$ cat config.mk
export PLATFORM = sky130hd
export DESIGN_NAME = pb_event_arbiter_flat
export DESIGN_NICKNAME = d
export VERILOG_FILES = /design/src/rtl/pb_event_arbiter_pkg.sv /design/src/rtl/pb_event_arbiter_if.sv /design/src/rtl/pb_event_arbiter_press_fsm.sv /design/src/rtl/pb_event_arbiter.sv /design/src/flat_wrapper.sv
export SDC_FILE = /design/constraint.sdc
export NUM_CORES = 1
export LEC_CHECK = 0
export CORE_ASPECT_RATIO = 1.4
export CORE_MARGIN = 10
export CORE_UTILIZATION = 58
export CTS_BUF_LIST = sky130_fd_sc_hd__clkbuf_8
export DETAILED_ROUTE_END_ITERATION = 8
export PLACE_DENSITY = 0.79
export SYNTH_ARGS = -nofsm -noshare
export SYNTH_HDL_FRONTEND = slang
export SYNTH_HIERARCHICAL = 1
export SYNTH_SLANG_ARGS = --single-unit
$ cat constraint.sdc
create_clock -name clk -period 2.5 [get_ports clk]
set_input_delay 0.5 -clock clk [delete_from_list [all_inputs] [get_ports clk]]
set_output_delay 0.5 -clock clk [all_outputs]
set_load 0.01 [all_outputs]
$ cat src/rtl/pb_event_arbiter_pkg.sv
// Package pb_event_pkg: shared types for the push-button event arbiter.
//   ev_type_t    : event classification carried on the event port
//   chan_state_t : per-channel press FSM state
//   idx_width()  : width of a button index (at least 1 bit)
package pb_event_pkg;

    typedef enum logic [1:0] {
        SHORT        = 2'd0,
        LONG         = 2'd1,
        REPEAT       = 2'd2,
        LONG_RELEASE = 2'd3
    } ev_type_t;

    typedef enum logic [1:0] {
        IDLE  = 2'd0,
        PRESS = 2'd1,
        HELD  = 2'd2
    } chan_state_t;

    function automatic int unsigned idx_width(int unsigned n);
        return (n > 1) ? $clog2(n) : 1;
    endfunction

endpackage

$ cat src/rtl/pb_event_arbiter_if.sv
// Event port between the arbiter (master) and the UI/menu controller (slave).
//   ev_valid : event available on ev_btn/ev_type
//   ev_ready : consumer accepts the event when ev_valid & ev_ready
//   ev_btn   : index of the button that produced the event
//   ev_type  : SHORT / LONG / REPEAT / LONG_RELEASE
interface pb_event_arbiter_if #(
    parameter int unsigned N_BTN = 4
);
    import pb_event_pkg::*;

    localparam int unsigned BTN_W = idx_width(N_BTN);

    logic             ev_valid;
    logic             ev_ready;
    logic [BTN_W-1:0] ev_btn;
    ev_type_t         ev_type;

    modport master (output ev_valid, output ev_btn, output ev_type, input ev_ready);
    modport slave  (input ev_valid, input ev_btn, input ev_type, output ev_ready);

endinterface

$ cat src/rtl/pb_event_arbiter_press_fsm.sv
// pb_press_fsm: one button channel's press classifier (FSM + hold counter).
// Ports:
//   clk, rst  : clock, synchronous active-high reset
//   pb_down   : 1-cycle "just pressed" pulse
//   pb_up     : 1-cycle "just released" pulse
//   post      : an event is detected this cycle (combinational, stored by the top)
//   post_type : type of the detected event
// Build option: PB_EVENT_AUTOREPEAT_EN enables REPEAT events while HELD.
module pb_press_fsm
    import pb_event_pkg::*;
#(
    parameter int unsigned CNT_W    = 24,
    parameter int unsigned LONG_CYC = 12500000,
    parameter int unsigned REP_CYC  = 2500000
) (
    input  logic     clk,
    input  logic     rst,
    input  logic     pb_down,
    input  logic     pb_up,
    output logic     post,
    output ev_type_t post_type
);

`ifdef PB_EVENT_AUTOREPEAT_EN
    localparam bit AutoRep = 1'b1;
`else
    localparam bit AutoRep = 1'b0;
`endif

    localparam logic [CNT_W-1:0] LongLast = CNT_W'(LONG_CYC - 1);
    localparam logic [CNT_W-1:0] RepLast  = CNT_W'(REP_CYC - 1);

    chan_state_t      state_q;
    logic [CNT_W-1:0] cnt_q;
    logic             rep_hit;

    // Without autorepeat the HELD counter never moves, so this stays low.
    assign rep_hit = AutoRep && (cnt_q == RepLast);

    always_ff @(posedge clk) begin
        if (rst) begin
            state_q <= IDLE;
            cnt_q   <= '0;
        end else begin
            case (state_q)
                IDLE: begin
                    if (pb_down) begin
                        state_q <= PRESS;
                        cnt_q   <= '0;
                    end
                end
                PRESS: begin
                    if (pb_up) begin
                        state_q <= IDLE;
                        cnt_q   <= '0;
                    end else if (cnt_q == LongLast) begin
                        state_q <= HELD;
                        cnt_q   <= '0;
                    end else begin
                        cnt_q <= cnt_q + CNT_W'(1);
                    end
                end
                HELD: begin
                    if (pb_up) begin
                        state_q <= IDLE;
                        cnt_q   <= '0;
                    end else if (AutoRep) begin
                        cnt_q <= rep_hit ? '0 : cnt_q + CNT_W'(1);
                    end
                end
                default: begin
                    state_q <= IDLE;
                    cnt_q   <= '0;
                end
            endcase
        end
    end

    // pb_up wins over the LONG/REPEAT thresholds in the same cycle.
    always_comb begin
        post      = 1'b0;
        post_type = SHORT;
        case (state_q)
            PRESS: begin
                if (pb_up) begin
                    post      = 1'b1;
                    post_type = SHORT;
                end else if (cnt_q == LongLast) begin
                    post      = 1'b1;
                    post_type = LONG;
                end
            end
            HELD: begin
                if (pb_up) begin
                    post      = 1'b1;
                    post_type = LONG_RELEASE;
                end else if (rep_hit) begin
                    post      = 1'b1;
                    post_type = REPEAT;
                end
            end
            default: ;
        endcase
    end

endmodule

$ cat src/rtl/pb_event_arbiter.sv
// pb_event_arbiter: press classification for N_BTN debounced buttons, one pending
// event slot per button, round-robin arbitration onto a valid/ready event port.
// Ports:
//   clk, rst : clock, synchronous active-high reset
//   pb_down  : per-button 1-cycle press pulses
//   pb_up    : per-button 1-cycle release pulses
//   ev       : event port (master side of pb_event_arbiter_if)
//   ovf      : sticky per-button "event dropped, slot full"
//   ovf_clr  : 1-cycle pulse clearing all ovf bits
// Build option: PB_EVENT_AUTOREPEAT_EN (REPEAT events while held, see pb_press_fsm).
module pb_event_arbiter
    import pb_event_pkg::*;
#(
    parameter int unsigned N_BTN    = 4,
    parameter int unsigned CNT_W    = 24,
    parameter int unsigned LONG_CYC = 12500000,
    parameter int unsigned REP_CYC  = 2500000
) (
    input  logic                clk,
    input  logic                rst,
    input  logic [N_BTN-1:0]    pb_down,
    input  logic [N_BTN-1:0]    pb_up,
    pb_event_arbiter_if.master  ev,
    output logic [N_BTN-1:0]    ovf,
    input  logic                ovf_clr
);

    localparam int unsigned BTN_W = idx_width(N_BTN);

    logic [N_BTN-1:0] post;
    ev_type_t         post_type [N_BTN];

    for (genvar i = 0; i < N_BTN; i++) begin : g_chan
        pb_press_fsm #(
            .CNT_W    (CNT_W),
            .LONG_CYC (LONG_CYC),
            .REP_CYC  (REP_CYC)
        ) u_fsm (
            .clk       (clk),
            .rst       (rst),
            .pb_down   (pb_down[i]),
            .pb_up     (pb_up[i]),
            .post      (post[i]),
            .post_type (post_type[i])
        );
    end

    logic [N_BTN-1:0] slot_valid_q;
    ev_type_t         slot_type_q [N_BTN];
    logic [N_BTN-1:0] ovf_q;
    logic [BTN_W-1:0] rr_q;
    logic             ev_valid_q;
    logic [BTN_W-1:0] ev_btn_q;
    ev_type_t         ev_type_q;

    logic             load;
    logic             found;
    logic [BTN_W-1:0] win;
    logic [BTN_W-1:0] idx;
    logic [N_BTN-1:0] drain;

    // First pending slot at or after rr_q, wrapping around.
    always_comb begin
        found = 1'b0;
        win   = '0;
        idx   = '0;
        for (int k = 0; k < int'(N_BTN); k++) begin
            idx = BTN_W'((int'(rr_q) + k) % int'(N_BTN));
            if (!found && slot_valid_q[idx]) begin
                found = 1'b1;
                win   = idx;
            end
        end
    end

    assign load  = !ev_valid_q || ev.ev_ready;
    assign drain = (load && found) ? (N_BTN'(1) << win) : '0;

    always_ff @(posedge clk) begin
        if (rst) begin
            slot_valid_q <= '0;
            ovf_q        <= '0;
            rr_q         <= '0;
            ev_valid_q   <= 1'b0;
            ev_btn_q     <= '0;
            ev_type_q    <= SHORT;
            for (int i = 0; i < int'(N_BTN); i++) begin
                slot_type_q[i] <= SHORT;
            end
        end else begin
            // A slot drained this cycle can accept a new post without overflow.
            for (int i = 0; i < int'(N_BTN); i++) begin
                if (post[i] && (!slot_valid_q[i] || drain[i])) begin
                    slot_valid_q[i] <= 1'b1;
                    slot_type_q[i]  <= post_type[i];
                end else if (drain[i]) begin
                    slot_valid_q[i] <= 1'b0;
                end
            end
            // Set term is OR-ed after the clear so a coincident overflow sticks.
            ovf_q <= (ovf_clr ? '0 : ovf_q) | (post & slot_valid_q & ~drain);
            if (load) begin
                ev_valid_q <= found;
                if (found) begin
                    ev_btn_q  <= win;
                    ev_type_q <= slot_type_q[win];
                    rr_q      <= (win == BTN_W'(N_BTN - 1)) ? '0 : win + BTN_W'(1);
                end
            end
        end
    end

    assign ev.ev_valid = ev_valid_q;
    assign ev.ev_btn   = ev_btn_q;
    assign ev.ev_type  = ev_type_q;
    assign ovf         = ovf_q;

endmodule

$ cat src/flat_wrapper.sv
// flat-port wrapper written by rule: the top's interface ports become plain ports
module pb_event_arbiter_flat import pb_event_pkg::*;
#(
    parameter int unsigned N_BTN    = 4,
    parameter int unsigned CNT_W    = 24,
    parameter int unsigned LONG_CYC = 12500000,
    parameter int unsigned REP_CYC  = 2500000
)
  (clk, rst, pb_down, pb_up, ovf, ovf_clr, ev_ev_valid, ev_ev_btn, ev_ev_type, ev_ev_ready);
  pb_event_arbiter_if #(.N_BTN(N_BTN)) ev_i ();
  input  logic clk;
  input  logic rst;
  input  logic [N_BTN-1:0] pb_down;
  input  logic [N_BTN-1:0] pb_up;
  output logic [N_BTN-1:0] ovf;
  input  logic ovf_clr;
  output wire logic [$bits(ev_i.ev_valid)-1:0] ev_ev_valid;
  output wire logic [$bits(ev_i.ev_btn)-1:0] ev_ev_btn;
  output wire logic [$bits(ev_i.ev_type)-1:0] ev_ev_type;
  input wire logic [$bits(ev_i.ev_ready)-1:0] ev_ev_ready;
  assign ev_ev_valid = ev_i.ev_valid;
  assign ev_ev_btn = ev_i.ev_btn;
  assign ev_ev_type = ev_i.ev_type;
  assign ev_i.ev_ready = ev_ev_ready;
  pb_event_arbiter #(.N_BTN(N_BTN), .CNT_W(CNT_W), .LONG_CYC(LONG_CYC), .REP_CYC(REP_CYC)) u_core (.clk(clk), .rst(rst), .pb_down(pb_down), .pb_up(pb_up), .ev(ev_i), .ovf(ovf), .ovf_clr(ovf_clr));
endmodule
==> results of run 1 <==
-- worst reg2reg max path, delay by kind of cell, from the launching register on --
family | cells | cell delay [ns]
compound gates | 2 | 0.31
flops | 1 | 0.34
simple gates | 5 | 1.43
-- power by group through the flow --
stage / Clock (mW) / Combinational [mW] / Sequential (mW)
after floorplan: 0 / 0.252 / 2.14
after global placement: 0 / 0.327 / 2.15
after detailed placement: 0 / 0.343 / 2.15
after CTS: 1.69 / 0.347 / 2.10
after global routing: 1.79 / 0.389 / 2.11
final: 1.66 / 0.349 / 2.11
-- stage by stage --
| stage | cell area [um^2] | total power [mW] | setup TNS [ns] |
|---|---|---|---|
| 2_1_floorplan | 6640 | 2.40 | 0 |
| 3_3_place_gp | 7080 | 2.48 | 0 |
| 3_5_place_dp | 7080 | 2.49 | -0.0129 |
| 4_1_cts | 7450 | 4.15 | 0 |
| 5_1_grt | 7480 | 4.28 | -0.000966 |
| 6_report | 7480 | 4.11 | 0 |
-- cell usage in the layout, fill, tap and decap left out, types with 15 or more instances in the layout --
cell,count
sky130_fd_sc_hd__nand2b_1,15
sky130_fd_sc_hd__dfxtp_1,119
sky130_fd_sc_hd__buf_4,28
sky130_fd_sc_hd__xnor2_1,52
sky130_fd_sc_hd__a21oi_1,31
sky130_fd_sc_hd__inv_1,32
sky130_fd_sc_hd__clkbuf_8,22
sky130_fd_sc_hd__or3_1,19
sky130_fd_sc_hd__nand3_1,49
sky130_fd_sc_hd__nor3_1,19
sky130_fd_sc_hd__nor4_1,28
sky130_fd_sc_hd__ha_1,18
sky130_fd_sc_hd__nor2_1,114
sky130_fd_sc_hd__nand2_1,74
sky130_fd_sc_hd__xor2_1,27
sky130_fd_sc_hd__nor2b_1,15
sky130_fd_sc_hd__clkdlybuf4s50_1,20
-- how the worst max path moves through the flow --
stage / cells past startpoint / endpoint
after CTS: 7 / u_core/slot_type_q[0][1]$_SDFFCE_PN0P_
after floorplan: 7 / u_core/slot_type_q[0][0]$_SDFFCE_PN0P_
after global placement: 8 / u_core/slot_type_q[1][0]$_SDFFCE_PN0P_
after global routing: 8 / u_core/slot_type_q[1][0]$_SDFFCE_PN0P_
after detailed placement: 8 / u_core/slot_type_q[1][0]$_SDFFCE_PN0P_
final: 7 / u_core/slot_type_q[0][0]$_SDFFCE_PN0P_
-- sequential cells by signal, indices dropped and copies added (netlist names) --
name / count
u_core/ovf: 4
u_core/ev.ev_valid: 1
u_core/slot_valid_q: 4
u_core/rr_q: 2
u_core/ev.ev_type: 2
u_core/slot_type_q: 8
u_core/g_chan.u_fsm/cnt_q: 96
u_core/g_chan.u_fsm/state_q: 8
u_core/ev.ev_btn: 2
-- logic make-up (layout without fill, tap and decap cells) --
kind of cell	after synthesis	count (layout)	share of synthesized area (%)
and+or+nand+nor	425	425	34.6
buffers and inverters	48	109	3.98
xor gates and xnor gates	79	79	10.4
adders and majority gates	18	18	3.39
AOI/OAI and AO/OA	74	74	7.33
muxes	5	5	0.792
DFF	127	127	39.5
-- layout make-up --
| type | instances | area [um^2] | share of cell area [%] |
|---|---|---|---|
| clock inverter | 8 | 63.8 | 0.853 |
| tap | 144 | 180 | 2.41 |
| clock buffer | 22 | 303 | 4.05 |
| inverter | 31 | 116 | 1.56 |
| multi-input combinational | 601 | 3780 | 50.6 |
| sequential | 127 | 2620 | 35.1 |
| timing repair buffer | 48 | 410 | 5.49 |
-- layer usage --
metal  up-vias  wire, um  GRT usage (%)
li1       2804         -              -
met1      2651      5850           18.1
met2       103      7670           33.4
met3        19       536           4.76
met4         0       221           6.40
met5         -         0              0
-- repair_timing --
action | 4_1_cts | 5_1_grt
endpoints found under the setup margin | 7 | 15
gates resized for setup | 2 | 6
hold buffers | 0 | 0
pin swaps | 0 | 2
==> results by group, run 1 <==
Yosys
  – Leading post-synthesis cells by cell area: sky130_fd_sc_hd__dfxtp_1, sky130_fd_sc_hd__xnor2_1, sky130_fd_sc_hd__nor2_1
  – Sequential share of the synthesized area: between 30% and 40%
  – Net count of the mapped netlist: 806
  – Share of async-settable or async-resettable flops after synthesis: 0%
  – Synthesized flop and latch total: 127
  – Yosys top cell by area: sky130_fd_sc_hd__dfxtp_1
  – Synth Area per Inst: 8.55 um^2
  – Number of warnings reported in the yosys synthesis log: 6
  – Gate Count Post-Synth: 776
  – Synth Flop Type: sky130_fd_sc_hd__dfxtp_1
  – Number of enable flip-flop cells after synthesis: 8
  – Most frequently used cell type in the post-synthesis netlist: sky130_fd_sc_hd__dfxtp_1
  – Yosys cell types: 59
  – Mapped cell area: 6640 um^2
  – Area share of the leading cell type in the synthesized netlist: 35.9%
  – Most frequent cells after synthesis: sky130_fd_sc_hd__dfxtp_1, sky130_fd_sc_hd__nor2_1, sky130_fd_sc_hd__nand2_1

CTS
  – Root Buffer Master: sky130_fd_sc_hd__clkbuf_8
  – Worst-Skew Late Latency: 0.44 ns
  – Maximum count of clock buffers along a single path: 2
  – Number of clock buffers inserted by TritonCTS: 17
  – CTS tree: built
  – Clock tree sinks: 127
  – Maximum level of the CTS H-tree: 4
  – Clock-pin slew of the registers on the worst-case setup and hold paths: 0.07 ns
  – Setup Buffers After CTS: 0

Place
  – Final weighted congestion in routability-driven placement: 0.867
  – DP Cell Count: 951
  – Post-Place Setup Slack: -0.00780 ns
  – Final HPWL DP: about 10 mm
  – Port Buffer Count: 20

Critical path
  – Cell with the biggest individual delay on the critical path: sky130_fd_sc_hd__or4b_1
  – Source of the worst register-to-register timing path: u_core/g_chan[0].u_fsm/cnt_q[7]$_SDFFE_PP0P_
  – Critical R2R Capture: u_core/slot_type_q[0][0]$_SDFFCE_PN0P_
  – Largest delay share family, worst path: simple AND/OR/NAND/NOR gates
  – Worst r2r path cells: 7
  – Kind of end point of the critical path: flip-flop
  – Slack of the worst reg-to-reg path: roughly 0.15 ns
  – Biggest fanout along the worst timing path: 4
  – Class of the most critical setup path: reg -> reg
  – Launching instance or port of the critical path: u_core/g_chan[0].u_fsm/cnt_q[7]$_SDFFE_PP0P_
  – Critical path buffers and inverters: 0
  – CP Launch Type: flip-flop
  – Arrival time at the worst endpoint: 2.50 ns
  – Cell-by-cell trace of the critical path: or4b_1, or3_4, nor4_2, o21ai_0, a21boi_1, nand2b_1, nand2_1
  – Worst path max stage delay: 0.51 ns
  – Endpoint required time on the critical path: 2.65 ns

Floorplanning
  – Die area: 16200 um^2
  – Row Count: 46
  – Area of the placeable core: 11300 um^2
  – Chip Height: between 100 and 150 um
  – Number of I/O pins: 21
  – Die width: 110 um
  – Initial Util: 58.8%

Global route
  – Vias in the first global route: 5664
  – Combined global-route utilization of all metal layers: roughly 18%
  – Maximum number of pins on one net before global-route repair: 20
  – Antenna violations before repair: 0
  – Wire length of the first global-routing pass: roughly 25 mm
  – GRT Residual Overflow: 0

Power and ir drop
  – Maximum vdd drop: 0.465 mV
  – Internal power consumption: 3.10 mW
  – Part of the total power dissipated in sequential elements: 51.2%
  – Power dissipated by switching net loads: approximately 1 mW
  – Total power divided by cell area: 550 nW/um^2
  – Static Leakage: 2.44 nW
  – Clock share of power: between 40% and 50%
  – Logic gate share of total power: 8.5%
  – Switching fraction of total power: 24.5%

Timing
  – Headroom to the max-slew limit: 58.8%
  – Measured slew at the worst slew-check pin: a little over 0.6 ns
  – Max-slew violation count: 0
  – Final period util: 93.9%
  – Final Hold Vio Count: 0
  – Worst hold slack after final layout: around 0.47 ns
  – Minimum setup slack in the final design: 0.152 ns
  – Maximum clock skew at final layout: just over 0.01 ns
  – Final Setup Violations: 0
  – Clock period minus final worst setup slack: 2.35 ns
  – Highest clock rate: 426 MHz

Detailed routing
  – Drt pass-1 iters: 5
  – Post-route DRC: 0
  – Routed via count: 5577
  – Avg Vias per Cell: 5.69
  – Iteration-0 DRC count of the detailed router: 222
  – DR WL/cell: 14.5 um
  – Final wirelength: between 10 and 15 mm
  – Post-route antenna net violation count: 0

Finish
  – Finished Layout Cells: 981
  – Layout area overhead: 12.7%
  – Layout filler cell count: 960
  – Share of the core filled with cells: 66.3%
  – Layout cells sized above 1: 10.4%
  – Antenna diodes: 0
  – Final layout net count: 856

Job
  – Max-cap violation count: 0

Hold path
  – Type of the most critical hold path: reg -> reg
  – Hold path depth: 2
  – Min-Delay Startpoint: u_core/ev.ev_type[0]$_SDFFE_PP0P_
  – Terminating pin of the worst hold path: u_core/ev.ev_type[0]$_SDFFE_PP0P_

Run status
  – Status: finished, final reports clean
Power figures use the tool's default switching activity.
==> inputs of run 2 (changes only) <==
RECOVER_POWER = 25   (was unset)
==> run 2 against run 1 <==
Compared with the run above: clock skew is essentially flat; clock power is essentially flat; sequential share of layout area grew 0.16 points; combinational power shrank 2%; register-to-register slack is essentially flat; critical path depth is the same; wire length is essentially flat; final area shrank 0.45%; cell count is the same; first-iteration DRC count grew 9.5%; critical path type unchanged.
==> results by group, run 2 (synthesized netlist as in run 1, its figures left out) <==
Critical path
  – Biggest fanout along the worst timing path: 4 (unchanged)
  – Endpoint required time on the critical path: 2.65 ns (about the same)
  – Cell-by-cell trace of the critical path: or4b_1, or3_4, nor4_2, o21ai_0, a21boi_1, nand2b_1, nand2_1
  – CP Launch Type: flip-flop
  – Class of the most critical setup path: reg -> reg
  – Largest delay share family, worst path: simple AND/OR/NAND/NOR gates
  – Kind of end point of the critical path: flip-flop
  – Cell with the biggest individual delay on the critical path: sky130_fd_sc_hd__or4b_1
  – Critical path buffers and inverters: 0 (unchanged)
  – Arrival time at the worst endpoint: 2.50 ns (about the same)
  – Worst path max stage delay: 0.51 ns (about the same)

Finish
  – Layout area overhead: 12.2%
  – Most used cells in the layout excluding fill and tap cells: sky130_fd_sc_hd__dfxtp_1, sky130_fd_sc_hd__nor2_1, sky130_fd_sc_hd__nand2_1, sky130_fd_sc_hd__xnor2_1, sky130_fd_sc_hd__nand3_1
  – Final layout net count: 856 (unchanged)
  – Finished layout cell area: 7440 um^2 (-0.45%)
  – Most common library cell in the layout ignoring fill and taps: sky130_fd_sc_hd__dfxtp_1
  – Regs by FF count: u_core/g_chan.u_fsm/cnt_q: 96 flops, u_core/g_chan.u_fsm/state_q: 8 flops, u_core/slot_type_q: 8 flops
  – Register bank with the most flops: u_core/g_chan.u_fsm/cnt_q
  – Antenna diodes: 0 (unchanged)
  – Flip-flop count of the largest register, all copies and words added: 96 (unchanged)
  – Layout filler cell count: 968 (+0.83%)
  – Share of the core filled with cells: 66.0% (-0.30 points)
  – Layout cells sized above 1: 9.68% (-0.72 points)

Place
  – Final HPWL DP: 10.4 mm (unchanged)
  – Port Buffer Count: 20 (unchanged)
  – Final weighted congestion in routability-driven placement: 0.867 (unchanged)
  – Cell area after placement: 7080 um^2 (unchanged)

Detailed routing
  – Post-route antenna net violation count: 0 (unchanged)
  – Avg Vias per Cell: 5.70 (+0.30%)
  – Iteration-0 DRC count of the detailed router: 243 (+9.5%)
  – Drt pass-1 iters: 5 (unchanged)
  – Final wirelength: 14.3 mm (about the same)
  – Routed via count: 5594 (+0.30%)
  – DR WL/cell: 14.6 um (about the same)
  – Post-route DRC: 0 (unchanged)

Timing
  – Setup Total Neg Slack: 0 ns (unchanged)
  – Max-slew violation count: 0 (unchanged)
  – Measured slew at the worst slew-check pin: 0.918 ns (+0.305 ns)
  – Maximum clock skew at final layout: 0.0105 ns (+0.000301 ns)
  – Headroom to the max-slew limit: 38.8% (-20 points)
  – Final Setup Violations: 0 (unchanged)
  – Clock period minus final worst setup slack: 2.35 ns (+0.00268 ns)
  – Final period util: 94.0% (+0.11 points)
  – Final Hold Vio Count: 0 (unchanged)
  – Highest clock rate: 425 MHz (-0.11%)

Power and ir drop
  – Static Leakage: 2.44 nW (about the same)
  – Total power divided by cell area: 551 nW/um^2 (+0.21%)
  – Total design power: 4.10 mW (-0.24%)
  – Maximum vdd drop: 0.465 mV (about the same)

Global route
  – Maximum number of pins on one net before global-route repair: 20 (unchanged)
  – Antenna violations before repair: 0 (unchanged)
  – Wire length of the first global-routing pass: 24.9 mm (unchanged)
  – Vias in the first global route: 5664 (unchanged)
  – GRT Residual Overflow: 0 (unchanged)
  – Combined global-route utilization of all metal layers: 17.7% (unchanged)

CTS
  – CTS tree: built
  – Number of clock buffers inserted by TritonCTS: 17 (unchanged)
  – Setup Buffers After CTS: 0 (unchanged)
  – Maximum level of the CTS H-tree: 4 (unchanged)
  – Maximum count of clock buffers along a single path: 2 (unchanged)
  – Worst-Skew Late Latency: 0.44 ns (about the same)
  – Root Buffer Master: sky130_fd_sc_hd__clkbuf_8
  – Clock tree sinks: 127 (unchanged)
  – Clock-pin slew of the registers on the worst-case setup and hold paths: 0.07 ns (about the same)
  – Hold-fix buffer count after cts: 0 (unchanged)

Hold path
  – Type of the most critical hold path: reg -> reg

Run status
  – Status: finished, final reports clean

Floorplanning
  – Row Count: 46 (unchanged)
  – Chip Height: 147 um (unchanged)
  – Number of I/O pins: 21 (unchanged)
  – Initial Util: 58.8% (unchanged)
  – Die area: 16200 um^2 (unchanged)
  – Area of the placeable core: 11300 um^2 (unchanged)
  – Die width: 110 um (unchanged)

Job
  – Max-cap violation count: 0 (unchanged)
[run 2: worst paths after layout]
kind / startpoint / end / slack, ns / cells past startpoint
hold reg to reg: u_core/ev.ev_btn[1]$_SDFFE_PP0P_ / u_core/ev.ev_btn[1]$_SDFFE_PP0P_ / 0.46 / 2
setup reg to reg: u_core/g_chan[0].u_fsm/cnt_q[7]$_SDFFE_PP0P_ / u_core/slot_type_q[0][1]$_SDFFCE_PN0P_ / 0.15 / 7
setup / recovery: u_core/g_chan[0].u_fsm/cnt_q[7]$_SDFFE_PP0P_ / u_core/slot_type_q[0][1]$_SDFFCE_PN0P_ / 0.15 / 7
hold / removal: u_core/ev.ev_btn[1]$_SDFFE_PP0P_ / u_core/ev.ev_btn[1]$_SDFFE_PP0P_ / 0.46 / 2
[run 2: tightest hold or removal path, stage by stage (launching register included)]
cell and delay (ns):
sky130_fd_sc_hd__dfxtp_1 0.31, sky130_fd_sc_hd__nand2_1 0.05, sky130_fd_sc_hd__a21oi_1 0.05
[run 2: what timing repair did]
item	CTS	global route
gates cloned	0	0
endpoints found under the setup margin	7	15
pin swaps	0	2
gates resized for setup	2	6
[run 2: final cells by class]
class                      count  area (um^2)  share of cell area, %
clock buffer                  22          303                   4.07
clock inverter                 8         63.8                  0.857
inverter                      31          116                   1.56
multi-input combinational    601         3760                   50.5
sequential                   127         2620                   35.2
tap                          144          180                   2.42
timing repair buffer          48          395                   5.31
[run 2: power by group]
group / internal (mW) / switching [mW] / total (mW) / leakage (nW)
Combinational: 0.129 / 0.214 / 0.342 / 1.19
Sequential: 2.08 / 0.0290 / 2.11 / 1.04
Clock: 0.893 / 0.764 / 1.66 / 0.201
[run 2: layer usage]
metal / part of all wire [%] / GRT usage (%)
met2: 54 / 33.4
met5: 0 / 0
met1: 41 / 18.1
met4: 1.6 / 6.40
met3: 4.0 / 4.76
[run 2: per-stage QoR]
step	hold slack [ns]	worst slack (ns)	std cells
global route	0.507	-0.000913	981
floorplan	0.449	0.0657	776
detailed placement	0.460	-0.00780	951
finish	0.462	0.149	981
CTS	0.470	0.0301	981
global placement	0.448	0.0706	951
